## src/rtl/cmd_fetch.sv

```systemverilog
// Command-stream fetcher: walks a word stream from memory, decodes commands and
// hands out LOAD_MATRIX payloads as four 128-bit rows over valid/ready handshakes.
//
// state     | meaning
// ----------+-----------------------------------------------------------
// S_IDLE    | waiting for start after reset
// S_FETCH   | sample command word at addr1 = pc, decode and check it
// S_CMD_OUT | present decoded command until cmd_ready
// S_ROW_FETCH | sample four payload words at addr2 = pc
// S_ROW_OUT | present payload row until row_ready
// S_DONE    | stream finished cleanly (done = 1) until next start
// S_ERR     | bad command or short payload (err = 1) until next start
module cmd_fetch (
   input  logic         clk,
   input  logic         rst,
   input  logic         start,
   input  logic [31:0]  base_addr,
   input  logic [15:0]  len_words,
   output logic [31:0]  addr1,
   output logic [31:0]  addr2,
   input  logic [31:0]  read0,
   input  logic [31:0]  read1,
   input  logic [31:0]  read2,
   input  logic [31:0]  read3,
   input  logic [31:0]  read4,
   output logic         cmd_valid,
   input  logic         cmd_ready,
   output logic [7:0]   cmd_op,
   output logic [3:0]   cmd_arg,
   output logic         row_valid,
   input  logic         row_ready,
   output logic [127:0] row_data,
   output logic [1:0]   row_idx,
   output logic         busy,
   output logic         done,
   output logic         err
);

   localparam logic [7:0] OP_HALT        = 8'h00;
   localparam logic [7:0] OP_MATRIX_MODE = 8'h10;
   localparam logic [7:0] OP_LOAD_MATRIX = 8'h13;

   typedef enum logic [2:0] {
      S_IDLE,
      S_FETCH,
      S_CMD_OUT,
      S_ROW_FETCH,
      S_ROW_OUT,
      S_DONE,
      S_ERR
   } state_t;

   state_t         state_q, state_d;
   logic [31:0]    pc_q, pc_d;
   logic [31:0]    end_q, end_d;
   logic [7:0]     op_q, op_d;
   logic [3:0]     arg_q, arg_d;
   logic [1:0]     row_idx_q, row_idx_d;
   logic [127:0]   row_data_q, row_data_d;

   logic [31:0]    start_pc;
   logic [31:0]    start_end;
   logic [31:0]    pc_plus4;
   logic [31:0]    pc_plus16;
   logic           load_fits;
   logic           word_pay;
   logic [7:0]     word_op;
   logic           unused_bits;

   assign start_pc    = {base_addr[31:2], 2'b00};
   assign start_end   = start_pc + {14'd0, len_words, 2'b00};
   assign pc_plus4    = pc_q + 32'd4;
   assign pc_plus16   = pc_q + 32'd16;
   // 33-bit compare so a payload that would wrap past 2^32 is still caught
   assign load_fits   = ({1'b0, pc_q} + 33'd64) <= {1'b0, end_q};
   assign word_op     = read0[7:0];
   assign word_pay    = read0[31];
   assign unused_bits = ^{base_addr[1:0], read0[30:12]};

   always_comb begin
      state_d    = state_q;
      pc_d       = pc_q;
      end_d      = end_q;
      op_d       = op_q;
      arg_d      = arg_q;
      row_idx_d  = row_idx_q;
      row_data_d = row_data_q;

      case (state_q)
         S_IDLE, S_DONE, S_ERR: begin
            if (start) begin
               pc_d      = start_pc;
               end_d     = start_end;
               row_idx_d = 2'd0;
               state_d   = (len_words == 16'd0) ? S_DONE : S_FETCH;
            end
         end
         S_FETCH: begin
            op_d  = word_op;
            arg_d = read0[11:8];
            pc_d  = pc_plus4;
            case (word_op)
               OP_HALT:        state_d = word_pay ? S_ERR : S_DONE;
               OP_MATRIX_MODE: state_d = word_pay ? S_ERR : S_CMD_OUT;
               OP_LOAD_MATRIX: state_d = word_pay ? S_CMD_OUT : S_ERR;
               default:        state_d = S_ERR;
            endcase
         end
         S_CMD_OUT: begin
            if (cmd_ready) begin
               if (op_q == OP_LOAD_MATRIX) begin
                  row_idx_d = 2'd0;
                  state_d   = load_fits ? S_ROW_FETCH : S_ERR;
               end else begin
                  state_d = (pc_q == end_q) ? S_DONE : S_FETCH;
               end
            end
         end
         S_ROW_FETCH: begin
            row_data_d = {read1, read2, read3, read4};
            state_d    = S_ROW_OUT;
         end
         S_ROW_OUT: begin
            if (row_ready) begin
               pc_d      = pc_plus16;
               row_idx_d = row_idx_q + 2'd1;
               if (row_idx_q == 2'd3) begin
                  state_d = (pc_plus16 == end_q) ? S_DONE : S_FETCH;
               end else begin
                  state_d = S_ROW_FETCH;
               end
            end
         end
         default: state_d = S_IDLE;
      endcase
   end

   always_ff @(posedge clk) begin
      if (rst) begin
         state_q    <= S_IDLE;
         pc_q       <= '0;
         end_q      <= '0;
         op_q       <= '0;
         arg_q      <= '0;
         row_idx_q  <= '0;
         row_data_q <= '0;
      end else begin
         state_q    <= state_d;
         pc_q       <= pc_d;
         end_q      <= end_d;
         op_q       <= op_d;
         arg_q      <= arg_d;
         row_idx_q  <= row_idx_d;
         row_data_q <= row_data_d;
      end
   end

   assign addr1     = pc_q;
   assign addr2     = pc_q;
   assign cmd_valid = (state_q == S_CMD_OUT);
   assign cmd_op    = op_q;
   assign cmd_arg   = arg_q;
   assign row_valid = (state_q == S_ROW_OUT);
   assign row_data  = row_data_q;
   assign row_idx   = row_idx_q;
   assign busy      = (state_q == S_FETCH) || (state_q == S_CMD_OUT) ||
                      (state_q == S_ROW_FETCH) || (state_q == S_ROW_OUT);
   assign done      = (state_q == S_DONE);
   assign err       = (state_q == S_ERR);

endmodule

```

## config.mk

```make
export PLATFORM = sky130hd
export DESIGN_NAME = cmd_fetch
export DESIGN_NICKNAME = d
export VERILOG_FILES = /design/src/rtl/cmd_fetch.sv
export SDC_FILE = /design/constraint.sdc
export NUM_CORES = 1
export LEC_CHECK = 0
export CAP_MARGIN = 20
export CORE_ASPECT_RATIO = 0.5
export CORE_MARGIN = 2
export CORE_UTILIZATION = 40
export DETAILED_ROUTE_END_ITERATION = 10
export DONT_BUFFER_PORTS = 1
export PLACE_DENSITY_LB_ADDON = 0.2
export SLEW_MARGIN = 30
export SYNTH_ARGS = -nofsm -noshare
export SYNTH_HDL_FRONTEND = slang
export SYNTH_SLANG_ARGS = --single-unit
export TNS_END_PERCENT = 10
```

## constraint.sdc

```tcl
create_clock -name clk -period 8.6 [get_ports clk]
set_clock_uncertainty 0.05 [all_clocks]
set_input_delay 1.72 -clock clk [delete_from_list [all_inputs] [get_ports clk]]
set_output_delay 1.72 -clock clk [all_outputs]
set_load 0.05 [all_outputs]
```

==> results of run 1 <==
[kinds of logic (layout without fill, tap and decap cells)]
kind of cell,after synthesis,in the layout,share of synthesized area (%)
flip-flops,205,205,33.7
adder cells (fa/ha/maj),51,51,5.30
AND/OR/NAND/NOR,663,663,24.6
buffers and inverters,198,124,7.58
AO/OA/AOI/OAI,435,435,22.1
XOR/XNOR,79,79,5.68
multiplexers,11,11,0.976
other,1,8,0.0308
[power groups by stage]
stage / logic (mW) / clock network, mW / registers (mW)
after floorplan: 1.72 / 0 / 1.75
after global placement: 2.30 / 0 / 1.64
after detailed placement: 2.33 / 0 / 1.64
after CTS: 2.34 / 0.937 / 1.62
after global routing: 2.58 / 0.980 / 1.65
final: 2.37 / 0.919 / 1.63
[Yosys cell counts, types with 18 or more instances]
master | number | share of area (%)
nand2_1 | 364 | 11
xor2_1 | 21 | 1.5
dfxtp_1 | 205 | 34
or3_1 | 22 | 1.1
buf_4 | 35 | 2.2
inv_1 | 49 | 1.5
nand3_1 | 43 | 1.8
ha_1 | 50 | 5.1
a21oi_1 | 216 | 8.9
nor4_1 | 18 | 0.93
nor2_1 | 90 | 2.8
clkbuf_1 | 86 | 2.7
xnor2_1 | 58 | 4.2
o21ai_0 | 66 | 2.7
nand4_1 | 29 | 1.5
nor3_1 | 36 | 1.5
[worst paths after layout]
check          endpoint  slack [ns]  depth (start not counted)
min reg2reg    end_q[4]        0.41                          2
min            end_q[4]        0.41                          2
max reg2reg  state_q[2]        3.46                         15
max          state_q[2]        3.46                         15
[layout by cell type, fill, tap and decap left out, types with 5 or more instances in the layout]
cell / count
a32oi_1: 7
or4_1: 7
ha_1: 50
xnor2_1: 58
a22oi_1: 14
a211oi_1: 15
buf_4: 36
clkbuf_16: 20
nand4_1: 29
and3_1: 10
a21oi_1: 216
xor2_1: 21
nand3_1: 41
nor2_1: 87
or3_1: 22
a2111oi_0: 5
mux2i_1: 7
o21ai_0: 66
a221oi_1: 6
a21o_1: 12
clkbuf_8: 5
nor4_1: 18
nand2b_1: 9
a311oi_1: 11
o21a_1: 10
dfxtp_1: 203
and4_1: 7
nor3_1: 35
a31oi_1: 12
o31ai_1: 9
nand2_1: 364
inv_1: 49
[registers in the layout (all words and copies together), names as in the netlist]
register	count
cmd_arg	4
cmd_op	8
addr1	30
end_q	30
row_data	128
row_idx	2
state_q	3
[routing by layer]
metal / share of wire (%) / track usage (%) / wire length, µm
met1: 39 / 31.9 / 17600
met2: 50 / 47.9 / 22300
met3: 7.8 / 6.15 / 3470
met4: 3.1 / 9.12 / 1380
met5: 0 / 0 / 0
[final cells by class]
class                           count  area [µm²]  share of cell area, %
Antenna cell                        4        10.0                 0.0770
Clock buffer                       28         581                   4.47
Clock inverter                      8        98.8                  0.760
Inverter                           51         191                   1.47
Multi-Input combinational cell   1243        7220                   55.5
Sequential cell                   205        4110                   31.6
Tap cell                          399         499                   3.84
Timing Repair Buffer               37         298                   2.29
[critical path, cell delays in order (launching register included)]
cell and delay, ns:
dfxtp_1 0.31, buf_4 0.35, ha_1 0.39, nand3_1 0.27, nor2_1 0.48, nand2_1 0.32
nor2_1 0.24, nand2_1 0.09, xnor2_1 0.14, ha_1 0.30, a21o_1 0.16, a221o_1 0.34
or3_1 0.34, o311ai_1 0.75, a21oi_1 0.19, a31o_2 0.29
==> qor.log, run 1 <==
INFO  run_status     status=finished clean
INFO  setup_path     timing.setup.critical_path_class=reg -> reg
INFO  power          peak_ir_drop_on_the_vdd_network=0.167mV
INFO  place          post-place-ws=3.71ns
INFO  synthesis      ys_seq_elements=205
INFO  clock_network  worst_setup_hold_path_clk_slew=0.07ns
INFO  die            fp.dieH=127µm
INFO  global_routing grt_max_degree=206
INFO  drt            num_vias=12,000
INFO  power          power_report.internal_total=2.35mW
INFO  place          placed_wire_length_estimate=33,800µm
INFO  clock_network  number_of_levels_the_h_tree_was_split_into=1
INFO  place          portBuffers=0
INFO  timing         timing.slew.headroom=33.6%
INFO  finish         nNetsFinal=1,822
INFO  timing         share_of_the_clock_period_used_by_the_worst_path_after_layout=59.7%
INFO  setup_path     worst_r2r_startpoint=addr1[6]
INFO  timing         layout_min_cycle_time=5.14ns
INFO  setup_path     worst_setup_path_startpoint=addr1[6]
INFO  synthesis      async_flop_share=0%
INFO  timing         layout_setup_ws=3.46ns
INFO  power          sw_power=2.57mW
INFO  timing         setup_viol_count_final=0
INFO  setup_path     critical_path_required=8.96ns
INFO  die            pin_count=424
INFO  drt            drtIter0Drc=1,155
INFO  die            fp-row-count=45
INFO  clock_network  cts_tree=yes
INFO  timing         clock.fmax=195MHz
INFO  timing         timing.final.hold_violations=0
INFO  die            chipWidth=251µm
INFO  clock_network  clock_path_buffers=3
INFO  global_routing gr-usage-all-layers=26.8%
INFO  flow_run       max_cap_violations=0
INFO  setup_path     endpoint_kind=flop
INFO  synthesis      synthesis.area=0.0122mm²
INFO  clock_network  post_cts_buffers=0
INFO  global_routing grt_antenna_before_repair=4
INFO  global_routing grt_pass1_vias=11,000
INFO  power          power.share.clock=18.7%
INFO  drt            dr.pass1.iters=5
INFO  drt            drtAntennaViolNets=0
INFO  min_path       worst_hold_path_type=reg -> reg
INFO  global_routing grt_first_pass_wirelength=67,000µm
INFO  power          post-layout-total-power=4.92mW
INFO  drt            drt_drc_violations_left=0
INFO  die            core=0.0301mm²
INFO  timing         timing.final.max_slew_violations=0
INFO  clock_network  cts-root-buf=clkbuf_16
INFO  place          dpl_cell_area=0.0123mm²
INFO  finish         instances_no_fill=1,975
INFO  drt            wl_per_cell=22.7µm
INFO  clock_network  clock_insertion_delay_worst_skew=0.53ns
INFO  setup_path     critical_path_peak_fanout=12
INFO  power          power_per_cell_area=378mW/mm²
INFO  timing         tns=0ns
INFO  finish         layout.cell_area.non_filler=0.0130mm²
INFO  power          power.combinational.fraction=48.3%
INFO  timing         hold_slack=0.408ns
INFO  setup_path     worst-endpoint-arrival=5.50ns
INFO  synthesis      ys_dominant_reg_cell=dfxtp_1
INFO  synthesis      synth-seq-area-share=33.7%
INFO  drt            vias_per_cell=6.06
INFO  clock_network  cts_inserted_buffers=20
INFO  power          power.share.switching=52.2%
INFO  synthesis      synth_cell_types=81
INFO  power          leakage_power_of_the_design=4.43nW
INFO  timing         tightestPinTransition=0.992ns
INFO  synthesis      post_synth_inst_count=1,643
INFO  timing         grt_setup_unrepaired=no
INFO  min_path       hold_sp=end_q[4]
INFO  clock_network  cts.repair.resized=0
INFO  die            design.die.area=0.0319mm²
INFO  finish         layout.core_utilization=43.2%
INFO  finish         growth_of_design_area_from_synthesis_to_finish=6.80%
INFO  finish         final_layout_size_suffix_gt1_share=6.62%
INFO  die            start_util=40.4%
INFO  clock_network  cts.hold.buffers_added=0
INFO  place          instance_count_after_placement_with_tap_cells_included=1,934
INFO  clock_network  cts.sink_count=205
INFO  synthesis      synth_edf_count=0
INFO  power          seq_power_share=33.1%
INFO  place          gp_routability_congestion=1.02
INFO  synthesis      postSynthAreaPerCell=7.41µm²
INFO  global_routing global_route.overflow_total=0
INFO  synthesis      synth_warnings=0
INFO  setup_path     setup.worst_path.start_class=flop
INFO  finish         fillerInstances=3,099
INFO  drt            drt_wl_total=44,800µm
Power figures use the tool's default switching activity.
==> run 2, diff against run 1 <==
==> constraint.sdc (replaced) <==
create_clock -name clk -period 4.86 [get_ports clk]
set_clock_uncertainty 0.05 [all_clocks]
set_input_delay 0.972 -clock clk [delete_from_list [all_inputs] [get_ports clk]]
set_output_delay 0.972 -clock clk [all_outputs]
set_load 0.05 [all_outputs]
==> run 2 against run 1 <==
Effect of this change:
- clock power rose by 81%
- sequential cell count unchanged
- power rose by 79%
- sequential share of layout area is 0.21 points lower
- worst hold slack improved by 0.0026 ns
- combinational power up 78%
- setup slack lost 3.1 ns
- critical path type unchanged
==> qor.log, run 2 (synthesis results as in run 1) <==
INFO  timing         grt_setup_unrepaired=no
INFO  finish         final_layout_size_suffix_gt1_share=7.44%
INFO  drt            drt_wl_total=45,900µm
INFO  setup_path     r2r.worst_path.cells=16
INFO  setup_path     endpoint_kind=flop
INFO  setup_path     critical_path_required=5.24ns
INFO  timing         timing.final.hold_violations=0
INFO  finish         layout.cells.most_common_list=nand2_1 (364), a21oi_1 (216), dfxtp_1 (204)
INFO  setup_path     setup.worst_path.start_class=flop
INFO  drt            drt_drc_violations_left=0
INFO  die            pin_count=424
INFO  global_routing grt_max_degree=206
INFO  clock_network  cts_tree=yes
INFO  clock_network  number_of_levels_the_h_tree_was_split_into=1
INFO  global_routing global_route.overflow_total=0
INFO  power          post-layout-total-power=8.81mW
INFO  global_routing grt_pass1_vias=11,100
INFO  timing         clock.fmax=220MHz
INFO  place          gp_routability_congestion=0.972
INFO  drt            dr.pass1.iters=5
INFO  place          portBuffers=0
INFO  clock_network  cts.hold.buffers_added=0
INFO  setup_path     worst_r2r_startpoint=addr1[7]
INFO  finish         flip_flop_count_of_the_largest_register_after_layout=128
INFO  timing         tns=0ns
INFO  clock_network  cts_inserted_buffers=21
INFO  global_routing grt_first_pass_wirelength=67,800µm
INFO  place          placed_wire_length_estimate=34,600µm
INFO  clock_network  clock_insertion_delay_worst_skew=0.53ns
INFO  clock_network  clock_path_buffers=3
INFO  clock_network  post_cts_buffers=0
INFO  timing         timing.slew.headroom=32.0%
INFO  setup_path     timing.setup.critical_path_class=reg -> reg
INFO  finish         growth_of_design_area_from_synthesis_to_finish=7.50%
INFO  min_path       worst_hold_path_type=reg -> reg
INFO  die            fp-row-count=45
INFO  drt            drtIter0Drc=979
INFO  clock_network  cts-root-buf=clkbuf_16
INFO  clock_network  cts.sink_count=205
INFO  global_routing grt_antenna_before_repair=1
INFO  setup_path     r2r_end=state_q[2]
INFO  finish         layout_commonest_cell=nand2_1
INFO  finish         instances_no_fill=1,987
INFO  place          instance_count_after_placement_with_tap_cells_included=1,947
INFO  drt            wl_per_cell=23.1µm
INFO  die            fp.dieH=127µm
INFO  timing         layout_min_cycle_time=4.54ns
INFO  drt            num_vias=12,000
INFO  drt            vias_per_cell=6.03
INFO  global_routing gr-usage-all-layers=27.4%
INFO  die            core=0.0301mm²
INFO  setup_path     timing.reg2reg.setup_slack=0.32ns
INFO  setup_path     critical_path_peak_fanout=8
INFO  min_path       hold_path_depth=2
INFO  timing         timing.final.max_slew_violations=0
INFO  clock_network  cts.repair.resized=0
INFO  setup_path     worst-endpoint-arrival=4.92ns
INFO  timing         setup_viol_count_final=0
INFO  drt            drtAntennaViolNets=0
INFO  run_status     status=finished clean
INFO  finish         nNetsFinal=1,836
INFO  timing         tightestPinTransition=1.02ns
INFO  power          leakage_power_of_the_design=4.50nW
INFO  die            start_util=40.4%
INFO  clock_network  worst_setup_hold_path_clk_slew=0.07ns
INFO  flow_run       max_cap_violations=0
INFO  die            chipWidth=251µm
INFO  die            design.die.area=0.0319mm²
INFO  timing         share_of_the_clock_period_used_by_the_worst_path_after_layout=93.4%
INFO  power          peak_ir_drop_on_the_vdd_network=0.294mV
INFO  finish         fillerInstances=3,106
INFO  power          power_per_cell_area=673mW/mm²
INFO  min_path       hold-path-endpoint=end_q[4]
INFO  min_path       hold_sp=end_q[4]
-- run 2: metrics by stage --
step           hold slack (ns)  setup WS (ns)  instance area [µm²]  utilization [%]
6_report                 0.411          0.322                13100             43.4
5_1_grt                  0.431         0.0995                13100             43.4
2_1_floorplan            0.382          0.653                12200                -
4_1_cts                  0.408          0.453                13100             43.4
3_5_place_dp             0.399          0.508                12400             41.1
3_3_place_gp             0.394          0.510                12400             41.1
-- run 2: report_power, final --
part	internal (mW)	total, mW	switching, mW	leakage, nW
registers	2.01	2.91	0.900	1.67
clock network	0.923	1.66	0.741	0.338
logic	1.29	4.23	2.95	2.50
total	4.22	8.81	4.59	4.50
-- run 2: final cells by class --
class	instances	area, µm²	area share, %
well taps	399	499	3.81
clock buffers	25	551	4.21
repair buffers	50	400	3.06
clock inverters	13	129	0.985
inverters	51	191	1.46
multi-input cells	1243	7210	55.1
flip-flops and latches	205	4110	31.4
diodes	1	2.50	0.0191
-- run 2: how the worst max path moves through the flow --
| stage | startpoint | to | cells after the start |
|---|---|---|---|
| 3_3_place_gp | addr1[7] | state_q[2] | 16 |
| 2_1_floorplan | addr1[7] | state_q[2] | 15 |
| 3_5_place_dp | addr1[7] | state_q[2] | 16 |
| 5_1_grt | addr1[7] | state_q[2] | 17 |
| 4_1_cts | addr1[7] | state_q[2] | 16 |
| 6_report | addr1[7] | state_q[2] | 16 |
-- run 2: routing by layer --
| layer | up-vias | track usage [%] | wire (µm) |
|---|---|---|---|
| met5 | - | 0 | 0 |
| met4 | 0 | 10.6 | 1930 |
| met3 | 99 | 7.09 | 3460 |
| met2 | 460 | 47.6 | 22100 |
| met1 | 5808 | 32.7 | 18400 |
| li1 | 5609 | - | - |
-- run 2: worst max-delay path, stage by stage, from the launching register on --
cell and delay (ns):
dfxtp_1 0.49, ha_1 0.38, nand3_1 0.27, nor2_1 0.17, buf_4 0.16, nand2_1 0.18
nor2_1 0.24, nand2_1 0.09, xnor2_1 0.13, ha_1 0.30, a21o_1 0.17, a221o_1 0.34
or3_1 0.32, o311ai_0 0.59, buf_4 0.24, a21oi_1 0.07, a31o_2 0.23
==> run 3, diff against run 2 <==
--- a/config.mk
+++ b/config.mk
@@ -5,13 +5,12 @@
 export SDC_FILE = /design/constraint.sdc
 export NUM_CORES = 1
 export LEC_CHECK = 0
-export CAP_MARGIN = 20
+export CAP_MARGIN = 30
 export CORE_ASPECT_RATIO = 0.5
 export CORE_MARGIN = 2
 export CORE_UTILIZATION = 40
 export DETAILED_ROUTE_END_ITERATION = 10
 export DONT_BUFFER_PORTS = 1
-export PLACE_DENSITY_LB_ADDON = 0.2
 export SLEW_MARGIN = 30
 export SYNTH_ARGS = -nofsm -noshare
 export SYNTH_HDL_FRONTEND = slang
==> run 3 against run 2 <==
Effect of this change:
- combinational power decreased by 2%
- non-clock buffer count is 3 lower
- global-route usage shrank 1.4 points
- worst hold slack got worse by 0.0088 ns
- power down 0.83%
- critical path depth decreased by 1
- sequential cell count did not move
- cell count shrank 0.15%
- largest power group unchanged
- highest routed layer unchanged
==> qor.log, run 3 (synthesis results as in run 1) <==
INFO  global_routing grt_max_degree=206
INFO  finish         layout.core_utilization=43.3%
INFO  global_routing grt_pass1_vias=10,700
INFO  finish         layout_commonest_cell=nand2_1
INFO  die            core=0.0301mm²
INFO  setup_path     worst-endpoint-arrival=4.75ns
INFO  flow_run       max_cap_violations=0
INFO  timing         timing.slew.headroom=36.3%
INFO  drt            wl_per_cell=22.0µm
INFO  timing         grt_setup_unrepaired=no
INFO  timing         layout_setup_ws=0.494ns
INFO  clock_network  clock_path_buffers=3
INFO  place          post-place-ws=0.627ns
INFO  die            chipWidth=251µm
INFO  clock_network  cts.sink_count=205
INFO  drt            drtAntennaViolNets=0
INFO  finish         register_area=0.00411mm²
INFO  clock_network  cts_inserted_buffers=21
INFO  global_routing grt_first_pass_wirelength=64,800µm
INFO  place          dpl_cell_area=0.0124mm²
INFO  timing         share_of_the_clock_period_used_by_the_worst_path_after_layout=89.8%
INFO  timing         setup_viol_count_final=0
INFO  clock_network  cts_tree=yes
INFO  die            pin_count=424
INFO  timing         tightestPinTransition=0.952ns
INFO  place          portBuffers=0
INFO  setup_path     critical_path_required=5.24ns
INFO  finish         final_layout_size_suffix_gt1_share=7.20%
INFO  drt            vias_per_cell=5.81
INFO  finish         fillerInstances=3,158
INFO  drt            drt_wl_total=43,600µm
INFO  power          peak_ir_drop_on_the_vdd_network=0.300mV
INFO  finish         nNetsFinal=1,833
INFO  setup_path     endpoint_kind=flop
INFO  timing         timing.final.hold_violations=0
INFO  setup_path     r2r.worst_path.cells=15
INFO  timing         tns=0ns
INFO  finish         multi_input_area=0.00723mm²
INFO  finish         layout.cells.most_common_list=nand2_1 (364), a21oi_1 (216), dfxtp_1 (204)
INFO  clock_network  worst_setup_hold_path_clk_slew=0.07ns
INFO  clock_network  number_of_levels_the_h_tree_was_split_into=1
INFO  die            start_util=40.4%
INFO  setup_path     critical_path_peak_fanout=9
INFO  min_path       worst_hold_path_type=reg -> reg
INFO  timing         layout_min_cycle_time=4.37ns
INFO  clock_network  cts.repair.resized=0
INFO  power          power_per_cell_area=669mW/mm²
INFO  clock_network  cts-root-buf=clkbuf_16
INFO  clock_network  post_cts_buffers=0
INFO  clock_network  clock_insertion_delay_worst_skew=0.53ns
INFO  finish         instances_no_fill=1,984
INFO  global_routing grt_antenna_before_repair=2
INFO  global_routing gr-usage-all-layers=26.1%
INFO  place          gp_routability_congestion=1.00
INFO  global_routing global_route.overflow_total=0
INFO  timing         clock.fmax=229MHz
INFO  drt            drt_drc_violations_left=0
INFO  finish         layout.cell_area.non_filler=0.0131mm²
INFO  timing         timing.final.max_slew_violations=0
INFO  min_path       hold_path_depth=2
INFO  die            design.die.area=0.0319mm²
INFO  place          instance_count_after_placement_with_tap_cells_included=1,945
INFO  finish         growth_of_design_area_from_synthesis_to_finish=7.24%
INFO  finish         flip_flop_count_of_the_largest_register_after_layout=128
INFO  run_status     status=finished clean
INFO  die            fp-row-count=45
INFO  power          leakage_power_of_the_design=4.47nW
INFO  clock_network  cts.hold.buffers_added=0
INFO  setup_path     timing.setup.critical_path_class=reg -> reg
INFO  drt            drtIter0Drc=942
INFO  place          placed_wire_length_estimate=32,100µm
INFO  drt            num_vias=11,500
INFO  setup_path     setup.worst_path.start_class=flop
INFO  die            fp.dieH=127µm
INFO  drt            dr.pass1.iters=6
==> run 3: through the flow <==
step	total power, mW	hold slack, ns
after floorplan	6.14	0.382
after global placement	7.05	0.389
after detailed placement	7.06	0.391
after CTS	8.71	0.400
after global routing	9.23	0.419
final	8.74	0.402
==> run 3: final timing paths <==
check / to / from / slack, ns
setup / recovery: state_q[2] / addr1[7] / 0.49
hold reg to reg: end_q[4] / end_q[4] / 0.40
hold / removal: end_q[4] / end_q[4] / 0.40
setup reg to reg: state_q[2] / addr1[7] / 0.49
==> run 3: per-layer routing <==
metal  global-route usage (%)  wire length, µm  vias up
met3                     6.68             3610       96
met2                     43.6            20400      495
met5                        0                0        -
met1                     31.5            17500     5345
li1                         -                -     5599
met4                     12.6             2080        0
==> run 3: final cells by class <==
class	count	share of cell area, %
multi-input cells	1243	55.4
flip-flops and latches	205	31.4
clock buffers	30	4.67
well taps	399	3.82
repair buffers	47	2.70
inverters	51	1.47
clock inverters	7	0.450
diodes	2	0.0383
==> run 3: report_power, final <==
group / switching (mW) / internal (mW) / leakage (nW) / total (mW)
registers: 0.964 / 2.01 / 1.67 / 2.97
clock network: 0.735 / 0.884 / 0.326 / 1.62
logic: 2.85 / 1.29 / 2.48 / 4.14
==> run 3: critical path, cell delays in order, from the launching register on <==
cell and delay (ns):
dfxtp_1 0.33, buf_4 0.34, and4_1 0.38, nand3_1 0.29
nand2b_1 0.37, nor2_1 0.27, xor2_1 0.24, ha_1 0.27
nand4_1 0.12, nor3_1 0.06, a221o_1 0.31, or3_1 0.31
o311ai_0 0.39, buf_4 0.22, a21oi_1 0.08, a31o_2 0.23
==> edit 1 (config.mk and constraints of run 2) <==
Encoding of `state_t`: now one-hot (7 bits for 7 states).
--- a/src/rtl/cmd_fetch.sv
+++ b/src/rtl/cmd_fetch.sv
@@ -42,10 +42,10 @@
 
-   typedef enum logic [2:0] {
-      S_IDLE,
-      S_FETCH,
-      S_CMD_OUT,
-      S_ROW_FETCH,
-      S_ROW_OUT,
-      S_DONE,
-      S_ERR
+   typedef enum logic [6:0] {
+      S_IDLE      = 7'b0000001,
+      S_FETCH     = 7'b0000010,
+      S_CMD_OUT   = 7'b0000100,
+      S_ROW_FETCH = 7'b0001000,
+      S_ROW_OUT   = 7'b0010000,
+      S_DONE      = 7'b0100000,
+      S_ERR       = 7'b1000000
    } state_t;
Function: no difference found for any inputs over 4 cycles, from zero or initial values and one cycle with rst high; so few cycles prove little.
==> edit 1 against run 2 <==
  * Routed wire length is 6.3% lower
  * First-iteration DRC count is 14% higher
  * Final area is 0.83% lower
  * Sequential cell count is 4 higher
  * Worst setup slack better by 600 ps
  * Final cell count is 0.91% lower
  * Power is 18% lower
  * Area after synthesis is 1.3% lower
  * Via count is 2.2% lower
  * Critical path type unchanged
  * Critical endpoint is now state_q[3]
==> edit 1: results <==
set metrics [dict create \
    hp-class "flip-flop to flip-flop" \
    max_stage_delay_ps 490 \
    synthArstFlopShare_pct 0 \
    drtIter0Drc 1120 \
    drive_gt1_share_pct 7.54 \
    r2r_cells 16 \
    grt_use_total_pct 26.3 \
    place.gp.congestion 0.988 \
    grt_max_degree 194 \
    tightest_slew_ps 787 \
    clock_latency_ps 530 \
    grt_pass1_vias 11321 \
    timing.final.ws_setup_ps 922 \
    wl_per_cell_um 21.8 \
    timing.rr.end "state_q[3]" \
    ys_top_cells_by_area "dfxtp_1 (35%), nand2_1 (12%), a21oi_1 (9.8%), ha_1 (5.2%), xnor2_1 (4.2%)" \
    overflow 0 \
    critPathSlowestCell "or3_1" \
    antenna_found_initial 0 \
    synth-warning-count 0 \
    reg2reg_from "addr1[6]" \
    final_nets 1827 \
    place_area_mm2 0.0123 \
    crit_fanout 11 \
    routed_via_density 5.95 \
    place_hpwl_um 31900 \
    place_ws_ps 939 \
    h-tree-depth 1 \
    netlist_top_cells_count "nand2_1 (389), a21oi_1 (235), dfxtp_1 (209)" \
    synth_cell_type_count 76 \
    antenna_cells 0 \
    grt_pass1_wl_um 65800 \
    status "finished, final reports clean" \
    ys_seq_area_share_pct 34.8 \
    arrival_ps 4360 \
    largest_reg_flops 128 \
    leakage_nw 4.63 \
    ir_drop_v 0.000301 \
    p_sw_mw 3.34 \
    post_cts_buffers 0 \
]
-- edit 1: cell types whose count changed after synthesis, moves of 13 or more --
cell and delta:
nor3_1 -13, nand2_1 +25, xor2_1 +21, a21oi_1 +19, nand3_1 -18, nor2_1 -26
o21ai_0 +23
-- edit 1: worst min path at each step --
stage	start	end
3_3_place_gp	end_q[4]	end_q[4]
5_1_grt	end_q[4]	end_q[4]
3_5_place_dp	end_q[4]	end_q[4]
2_1_floorplan	end_q[4]	end_q[4]
4_1_cts	end_q[4]	end_q[4]
6_report	end_q[4]	end_q[4]
-- edit 1: metal layers --
metal	up-vias	global-route usage [%]	share of wire, %
met5	-	0	0
met4	0	8.43	3.1
met3	96	7.10	9.7
met2	599	43.4	46
met1	5549	33.7	41
li1	5471	-	-
-- edit 1: layout make-up --
class	count	area (µm²)
clock buffers	26	574
clock inverters	12	119
fillers	2980	16300
inverters	48	180
multi-input cells	1224	6990
flip-flops and latches	209	4190
well taps	391	489
repair buffers	59	443
-- edit 1: power by group through the flow --
stage | clock (mW) | sequential (mW) | combinational [mW]
floorplan | 0 | 2.49 | 2.31
global placement | 0 | 2.25 | 3.19
detailed placement | 0 | 2.25 | 3.23
CTS | 1.71 | 2.22 | 3.25
global route | 1.78 | 2.25 | 3.54
finish | 1.67 | 2.23 | 3.28
-- edit 1: cells by family after synthesis --
family	share of synthesized area, %
muxes	0.167
other	0.0312
buffers and inverters	7.38
AOI/OAI and AO/OA	21.2
and+or+nand+nor	23.8
adders and majority gates	5.37
DFF	34.8
xor gates and xnor gates	7.21
-- edit 1: critical path, delay by kind of cell (launching register included) --
family,cells,cell delay (ps)
fa+ha+maj,2,450
compound gates,8,1480
buf+inv,2,290
simple gates,3,1100
flops,1,340
xor+xnor,1,160
-- edit 1: through the flow --
stage | hold WS [ps] | std cells
floorplan | 382 | 1622
global placement | 392 | 1931
detailed placement | 391 | 1931
CTS | 399 | 1969
global route | 437 | 1969
finish | 405 | 1969
==> edit 2 (settings of run 2) <==
Without the edit above. Register the output `err`, without a reset; this adds one clock of latency there. The other outputs are not delayed to match.
--- a/src/rtl/cmd_fetch.sv
+++ b/src/rtl/cmd_fetch.sv
@@ -168,3 +168,5 @@
    assign done      = (state_q == S_DONE);
-   assign err       = (state_q == S_ERR);
+   always_ff @(posedge clk) begin
+      err <= (state_q == S_ERR);
+   end
 
Formal check against the unedited RTL: not equivalent (Yosys sat finds a counterexample within 4 cycles, from zero or initial values and one cycle with rst high).
==> edit 2 against run 2 <==
  * First-iteration DRC count up 9.5%
  * Final area about the same
  * Worst setup slack improved by 310 ps
  * Maximum frequency up 7.4%
  * Area after synthesis increased by 0.16%
  * Routed wire length increased by 2.6%
  * Sequential cell count increased by 1
  * Non-clock buffer count did not move
  * Utilization fell by 0.11 points
  * Critical path depth shrank 2
  * Count of clock-buffer cells in the layout up 6
  * Power is essentially flat
==> edit 2: results <==
set metrics [dict create \
    place_ws_ps 697 \
    ys_seq_area_share_pct 33.8 \
    clkbuf_count 31 \
    place_area_mm2 0.0124 \
    status "finished, final reports clean" \
    clockNetworkAreaShare_pct 4.96 \
    grt_pass1_vias 11255 \
    place.gp.congestion 0.946 \
    fillerInstances 3115 \
    buf_share_pct 3.06 \
    max_stage_delay_ps 500 \
    drtIter0Drc 1072 \
    r2r_cells 14 \
    drt-total-wl_um 47100 \
    final_nets 1837 \
    grt_pass1_wl_um 69300 \
    antenna_found_initial 0 \
    leakage_nw 4.49 \
    grt.met2_usage_pct 50.0 \
    grt_use_met3_pct 5.66 \
    p_sw_mw 4.62 \
    met3_length_um 3580 \
    use_met1_pct 34.4 \
    antenna_cells 0 \
    arrival_ps 4620 \
    syn_avg_cell_area_um2 7.42 \
    netlist_top_cells_count "nand2_1 (364), a21oi_1 (216), dfxtp_1 (206)" \
    drive_gt1_share_pct 7.12 \
    slew-limit-headroom_pct 32.0 \
    synth_seq_cells 206 \
    wl_met2_um 23000 \
]
-- edit 2: cells by family after synthesis --
kind of cell	synth area share, %
flip-flops	33.8
AO/OA/AOI/OAI	22.1
AND/OR/NAND/NOR	24.5
other	0.0308
multiplexers	0.975
adder cells (fa/ha/maj)	5.30
buffers and inverters	7.56
XOR/XNOR	5.67
-- edit 2: power by group through the flow --
| stage | sequential, mW | clock [mW] | combinational [mW] |
|---|---|---|---|
| 2_1_floorplan | 3.11 | 0 | 3.04 |
| 3_3_place_gp | 2.98 | 0 | 4.12 |
| 3_5_place_dp | 2.98 | 0 | 4.18 |
| 4_1_cts | 2.95 | 1.64 | 4.20 |
| 5_1_grt | 3.00 | 1.69 | 4.59 |
| 6_report | 2.96 | 1.60 | 4.25 |
-- edit 2: worst paths after layout --
check / slack [ps] / to
setup / recovery: 630 / state_q[2]
hold / removal: 400 / end_q[4]
setup reg to reg: 630 / state_q[2]
hold reg to reg: 400 / end_q[4]
